`src/rtl/div_issue_ctrl.sv`:
```
// EX-stage divide issue controller: launches DIV/DIVU into the pipelined divider, stalls ID/EX while in flight,
// captures quotient/remainder into LO/HI and hands them to WB. Optional zero-divisor bypass: DIV_ZERO_BYPASS_EN.
module div_issue_ctrl #(
  parameter int LATENCY       = 17,
  parameter int TIMEOUT_SLACK = 4,
  parameter int CNT_W         = 5
) (
  input  logic        clk,
  input  logic        reset,
  input  logic        flush,
  input  logic        id_valid,
  input  logic        id_is_signed,
  input  logic [31:0] id_dividend,
  input  logic [31:0] id_divisor,
  input  logic        wb_allin,
  output logic        div_ce,
  output logic        div_signed,
  output logic [31:0] div_dividend,
  output logic [31:0] div_divisor,
  output logic        div_flush,
  input  logic        div_ce_ret,
  input  logic [31:0] div_quotient,
  input  logic [31:0] div_remainder,
  output logic        ex_stall_req,
  output logic        hilo_we,
  output logic [31:0] lo_out,
  output logic [31:0] hi_out,
  output logic        busy,
  output logic        err_timeout,
  output logic [1:0]  dbg_state
);

  // Handshake: ID may present a divide only when ex_stall_req is low at the end of the
  // cycle; WB consumes lo_out/hi_out in the cycle hilo_we is high (wb_allin was high the cycle before).
  typedef enum logic [1:0] {
    IDLE  = 2'd0,
    ISSUE = 2'd1,
    WAIT  = 2'd2,
    HOLD  = 2'd3
  } state_t;

  localparam logic [CNT_W-1:0] TO_CNT  = CNT_W'(LATENCY + TIMEOUT_SLACK);
  localparam logic [CNT_W-1:0] CNT_MAX = '1;

  state_t           state, state_nxt;
  logic [CNT_W-1:0] count;
  logic             launch, bypass, capture, we_nxt, timeout, zero_div;

`ifdef DIV_ZERO_BYPASS_EN
  assign zero_div = (id_divisor == 32'd0);
`else
  assign zero_div = 1'b0;
`endif

  always_comb begin
    state_nxt = state;
    launch    = 1'b0;
    bypass    = 1'b0;
    capture   = 1'b0;
    we_nxt    = 1'b0;
    timeout   = 1'b0;
    case (state)
      IDLE: begin
        if (id_valid && !flush) begin
          if (zero_div) begin
            bypass    = 1'b1;
            state_nxt = HOLD;
          end else begin
            launch    = 1'b1;
            state_nxt = ISSUE;
          end
        end
      end
      ISSUE: state_nxt = flush ? IDLE : WAIT;
      WAIT: begin
        // Flush outranks a same-cycle return: the result is discarded.
        if (flush) begin
          state_nxt = IDLE;
        end else if (div_ce_ret) begin
          capture = 1'b1;
          if (wb_allin) begin
            we_nxt    = 1'b1;
            state_nxt = IDLE;
          end else begin
            state_nxt = HOLD;
          end
        end else if (count == TO_CNT) begin
          timeout   = 1'b1;
          state_nxt = IDLE;
        end
      end
      HOLD: begin
        if (flush) begin
          state_nxt = IDLE;
        end else if (wb_allin) begin
          we_nxt    = 1'b1;
          state_nxt = IDLE;
        end
      end
      default: state_nxt = IDLE;
    endcase
  end

  always_ff @(posedge clk or negedge reset) begin
    if (!reset) begin
      state        <= IDLE;
      count        <= '0;
      hilo_we      <= 1'b0;
      lo_out       <= 32'd0;
      hi_out       <= 32'd0;
      div_signed   <= 1'b0;
      div_dividend <= 32'd0;
      div_divisor  <= 32'd0;
    end else begin
      state   <= state_nxt;
      hilo_we <= we_nxt;
      if (state == ISSUE) begin
        count <= '0;
      end else if (state == WAIT && count != CNT_MAX) begin
        count <= count + 1'b1;
      end
      if (launch) begin
        div_signed   <= id_is_signed;
        div_dividend <= id_dividend;
        div_divisor  <= id_divisor;
      end
      if (capture) begin
        lo_out <= div_quotient;
        hi_out <= div_remainder;
      end else if (bypass) begin
        lo_out <= 32'hFFFF_FFFF;
        hi_out <= id_dividend;
      end
    end
  end

  assign div_ce       = (state == ISSUE);
  assign div_flush    = (flush && state != IDLE) || timeout;
  assign err_timeout  = timeout;
  assign ex_stall_req = (state == IDLE) ? id_valid : 1'b1;
  assign busy         = (state != IDLE);
  assign dbg_state    = state;

endmodule

```
`config.mk`:
```
export PLATFORM = sky130hd
export DESIGN_NAME = div_issue_ctrl
export DESIGN_NICKNAME = d
export VERILOG_FILES = /design/src/rtl/div_issue_ctrl.sv
export SDC_FILE = /design/constraint.sdc
export NUM_CORES = 1
export LEC_CHECK = 0
export CAP_MARGIN = 20
export CORE_ASPECT_RATIO = 0.75
export CORE_UTILIZATION = 41
export DETAILED_ROUTE_END_ITERATION = 8
export PLACE_DENSITY = 0.9
export SLEW_MARGIN = 0
export SYNTH_ARGS = -nofsm -noshare
export SYNTH_HDL_FRONTEND = slang
export SYNTH_SLANG_ARGS = --single-unit
```
`constraint.sdc`:
```
create_clock -name clk -period 2.1 [get_ports clk]
set_clock_uncertainty 0.15 [all_clocks]
set_input_delay 0.525 -clock clk [delete_from_list [all_inputs] [get_ports clk]]
set_output_delay 0.525 -clock clk [all_outputs]
set_load 0.005 [all_outputs]
```
-- After elaboration in Yosys (flattened, before gate mapping)
Index checks and enable logic that the tools add are counted.
- register bits after elaboration: 137
- add/subtract/negate cells: 1
- reductions and logical operators: 9
- equal/unequal tests: 8
- muxes and demuxes: 28
- operators by type and width (operator ; number):
    $mux W32 ; 2
    $mux W2 ; 8
    $mux W1 ; 14
    $mux W5 ; 2
    $pmux W2 S4 ; 1
    $add A5 B1 Y5 const B ; 1
    $eq A5 B5 Y1 const B ; 1
    $ne A5 B5 Y1 const B ; 1
    $eq A2 B2 Y1 const B ; 2
    $ne A4 B4 Y1 const B ; 1
    $reduce_bool A2 Y1 ; 2
    $logic_and A1 B1 Y1 ; 3
    $ne A3 B3 Y1 const B ; 1
    $reduce_and A3 Y1 ; 1
    $eq A2 B1 Y1 const B ; 1
    $logic_not A2 Y1 ; 1
    $ne A2 B2 Y1 const B ; 1
    $pmux W1 S2 ; 1
    $logic_not A1 Y1 ; 1
    $logic_or A1 B1 Y1 ; 1

-- Longest topological paths before layout
- word-level depth: 6
- gate-level depth with buffers: 6
- mapped depth without buffers: 6

-- Least setup slack after synthesis
Ideal clock, no wire load.
- path kind: reg2reg
- start point: register count[0]
- end point: register count[3]
- slack: 0.286 ns
- data required time: 1.814 ns
- path buffers: 0
- setup time: 0.136 ns
- arrival: 1.528 ns
- cell stages (with the launch flop): 7
- period minus slack after synthesis: 1.814 ns
- cells stage by stage: dfrtp_1 > ha_1 > and3_1 > ha_1 > nand4b_1 > a221oi_1 > o41ai_1
- word-level cells in the longest chain between the ends: 3
- elaborated cells between the ends (all ways): 6
- classes of those cells: 1 x add/sub; 1 x eq/ne; 2 x mux; 2 x reduce/logical
- ends and longest elaborated chain (what ; line ; source):
    start: declaration ; 46 ; logic [CNT_W-1:0] count;
    start signal: assignment ; 120 ; count <= count + 1'b1;
    $add A5 B1 Y5 / $ne A5 B5 Y1 (equally long branches) ; 120, 119 ;
    $mux W5 / $logic_and A1 B1 Y1 (equally long branches) ; 119 ; end else if (state == WAIT && count != CNT_MAX) begin
    $mux W5 / $reduce_bool A2 Y1 (equally long branches) ; n/a ;
Parallel ways exist; a longest one is shown, timed or not. The select of a mux whose other input is x is not followed.
A chain may end at the register's enable or synchronous reset.

-- Worst setup path in the final report
- start point: register count[1]
- end point: output port div_flush
- word-level cells in the longest chain between the ends: 6
- ends and longest elaborated chain (what ; line ; source):
    $eq A5 B5 Y1 ; 87 ; end else if (count == TO_CNT) begin
    $mux W1 ; 87 ;
    $mux W1 ; 79 ; end else if (div_ce_ret) begin
    $mux W1 ; 77 ; if (flush) begin
    $mux W1 ; 62 ; case (state)
    $logic_or A1 B1 Y1 ; 138 ; assign div_flush = (flush && state != IDLE) || timeout;
    end: declaration ; 20 ; output logic div_flush,
No other way between the ends.

==> results.md <==
- Run status: finished with violations
- Failing checks: negative setup slack
- Minimum clock period: ~2.4 ns
- Routed wire length on met3: slightly below 1000 um
- Die area: 14220 um^2
- Flops & latches, synth: around 140
- Post-Synth Adder-Cell Area: less than 1%
- Worst skew pair latency: approximately 0.40 ns
- Routed length per placed instance: ~19 um
- Register area share after synthesis: a little over 60%
- Synth warn: 0
- Final hold vios: 0
- Yosys top cell area share: approximately 61%
- Reg2reg start: dbg_state[1]
- Top layer in use: met4
- Post-synthesis simple-gate area fraction: under 10%
- Peak VDD IR: ~0.00065 V
- Actual slew at the worst max-slew pin: around 0.32 ns
- Number of flops mapped to enable cells by yosys: 0
- Final period util: 114.7%
- FP Rows: 36
- Vias in the first global route: between 4000 and 5000
- Syn Area/Cell: about 17 um^2
- # setup viols final: 2
- Max H-tree Level: 4
- Synth Area in Compound Gates: under 10%
- Pwr Density: 1104 nW/um^2
- CTS buffer count: 17
- Initial antenna violation count: 0
- Top-count cell post-synth: dfrtp_1
- Critical Path Sink: div_flush
- Top_reg_cell synth: dfrtp_1
- Mux contribution to synthesized area: ~30%
- Pin count of the biggest net entering global routing: around 60
- Fmax: just over 400 MHz
- Root buffer cell: clkbuf_16
- Via/cell ratio: 4.838
- Hold Crit Class: primary input to register
- RSZ-0062 raised after global routing: true
- Fraction of registers with async set/reset: between 90% and 100%
- Crit start category: register
- # IOs: between 200 and 300
- Crit-path max FO: 2
- M1 WL: roughly 6000 um
- Max cap viols: 0
- Routed wire length: between 15000 and 20000 um
- 1st-iter DRT viols: 166
- Mapped cell area: 5635 um^2
- Top cells by area, synth: dfrtp_1 (61%), mux2_4 (16%), mux2_2 (14%), buf_12 (2.1%), buf_6 (1.2%)
- Kind of critical path: register to output port
- Vias after detailed routing: roughly 4100
- Largest family of logic cells by synthesized area: multiplexers
- Chip width: approximately 140 um
- Post-synth cell types: 33
- Detailed placement HPWL: around 11000 um
- Grt ovf: 0
- Clk buf depth: 2
- Synth Instances: between 300 and 400
- CTS clk-pin slew, worst paths: 0.06 ns
- Worst r2r path cells: 7
- Syn-to-layout area delta: 69.78%
- Arr. time, crit path: about 1.7 ns
- Critical Path RT: 1.42 ns
- DRT Pass-1 Iters: 4
- Syn_nets: approximately 470
- CTS sink count: ~140
- Worst reg2reg setup slack: around 0.06 ns
- Max_slew headroom: 78.09%
- Final worst slack: -0.3078 ns
- DRT antenna net count: 0
- Starting density of the core: 42.70%
- Post-synth top area cell: dfrtp_1
- Layout cells sized above 1: between 30% and 40%
- Post-Place Setup Slack: -0.5167 ns
- Leak: roughly 0.0041 uW
- FF-to-FF End: hi_out[24]
- Core footprint: roughly 13000 um^2
- Final hold slack: 0.3421 ns
- DRC errors left: 0
- First-pass GRT wire length: about 24000 um
- GRT Overall Usage: between 20% and 30%
- CTS tree: yes
- Max-slew violation count: 0
- ANT cells: 0
- CP Capture Type: output port
- Port bufs: ~270
- Xor/xnor cell area share of the yosys netlist: 0%
- Worst Setup SP: count[1]
- Met2 wire len: about 8500 um
- Gp weighted congestion: roughly 0.8
- Die Y: ~100 um
- Post-synth top cells: dfrtp_1 (137), mux2_2 (70), mux2_4 (60), buf_12 (6), buf_6 (6)
- NumNets Final: just under 800
## area by class of cell
class	count	area (um^2)
clock inverters	14	148.9
multi-input cells	171	2083
repair buffers	322	3243
clock buffers	18	429.2
well taps	171	214.0
inverters	5	18.77
fillers	838	3630
flip-flops and latches	137	3431
## where the power goes
| group | switching (uW) | total (uW) | internal, uW | leakage (uW) |
|---|---|---|---|---|
| clock network | 1150 | 2910 | 1760 | 0.000273 |
| registers | 533 | 4030 | 3500 | 0.00165 |
| logic | 987 | 3620 | 2630 | 0.00219 |
| total | 2670 | 10600 | 7890 | 0.00412 |
## cells in the final DEF (no fill, tap or decap), drive strengths merged, types with 2 or more instances in the layout
| cell type | count |
|---|---|
| clkdlybuf4s50 | 260 |
| dfrtp | 137 |
| mux2 | 130 |
| buf | 53 |
| clkbuf | 20 |
| inv | 8 |
| clkinv | 5 |
| nand2 | 4 |
| o21ai | 4 |
| clkinvlp | 4 |
| or3 | 3 |
| a21oi | 3 |
| ha | 3 |
| dlymetal6s2s | 3 |
| nand4b | 2 |
| o21a | 2 |
| a2bb2oi | 2 |
| bufinv | 2 |
| dlygate4sd2 | 2 |
| nor2 | 2 |
| nand2b | 2 |
| nor3b | 2 |
| and3 | 2 |
## per-layer routing
| metal | vias up | global-route usage (%) |
|---|---|---|
| met4 | 0 | 8.399 |
| met2 | 168 | 39.57 |
| met1 | 2042 | 25.15 |
| met3 | 26 | 5.237 |
| li1 | 1818 | - |
| met5 | - | 0 |
## registers in the layout, summed over array words and instances, names as in the netlist
signal	flops
div_signed	1
dbg_state	2
count	5
div_divisor	32
lo_out	32
div_dividend	32
hilo_we	1
hi_out	32
## what timing repair did
| action | 4_1_cts | 5_1_grt |
|---|---|---|
| hold buffers | 1 | 0 |
| setup endpoints to repair | 5 | 61 |
| gates resized for setup | 24 | 17 |
| pin swaps | 6 | 5 |
| endpoints found under the hold margin | 34 | 0 |
| setup buffers | 7 | 6 |
| cloned | 0 | 2 |
## logic make-up after synthesis
family | Yosys count
mux | 130
simple gates | 23
compound gates | 15
fa+ha+maj | 3
flops | 137
buf+inv | 21
## per-stage QoR
step,power (uW),cells,instance area (um^2),util [%],TNS [ns]
after global placement,7453,791,8752,66.32,-36.67
after floorplan,5203,329,5635,-,0
after CTS,10600,831,9395,71.19,-0.4512
after global routing,11060,838,9568,72.50,-0.6676
final,10560,838,9568,72.50,-0.5373
after detailed placement,7609,791,8752,66.32,-44.37
## worst max-delay path, stage by stage, from the launching register on
cell and delay, ns:
dfrtp_1 0.39, inv_2 0.07, ha_4 0.11, nand4b_1 0.16, buf_4 0.20, nor3_2 0.17
o21a_1 0.12, buf_2 0.10
## how the worst min path moves through the flow
stage | cells past startpoint | to | slack (ns) | from
final | 3 | dbg_state[0] | 0.34 | flush
after global routing | 3 | dbg_state[0] | 0.34 | flush
after floorplan | 0 | count[0] | 0.08 | reset
after CTS | 1 | div_divisor[1] | 0.36 | div_divisor[1]
after detailed placement | 1 | div_divisor[5] | 0.29 | reset
after global placement | 1 | div_divisor[5] | 0.28 | reset
Power figures use the tool's default switching activity.
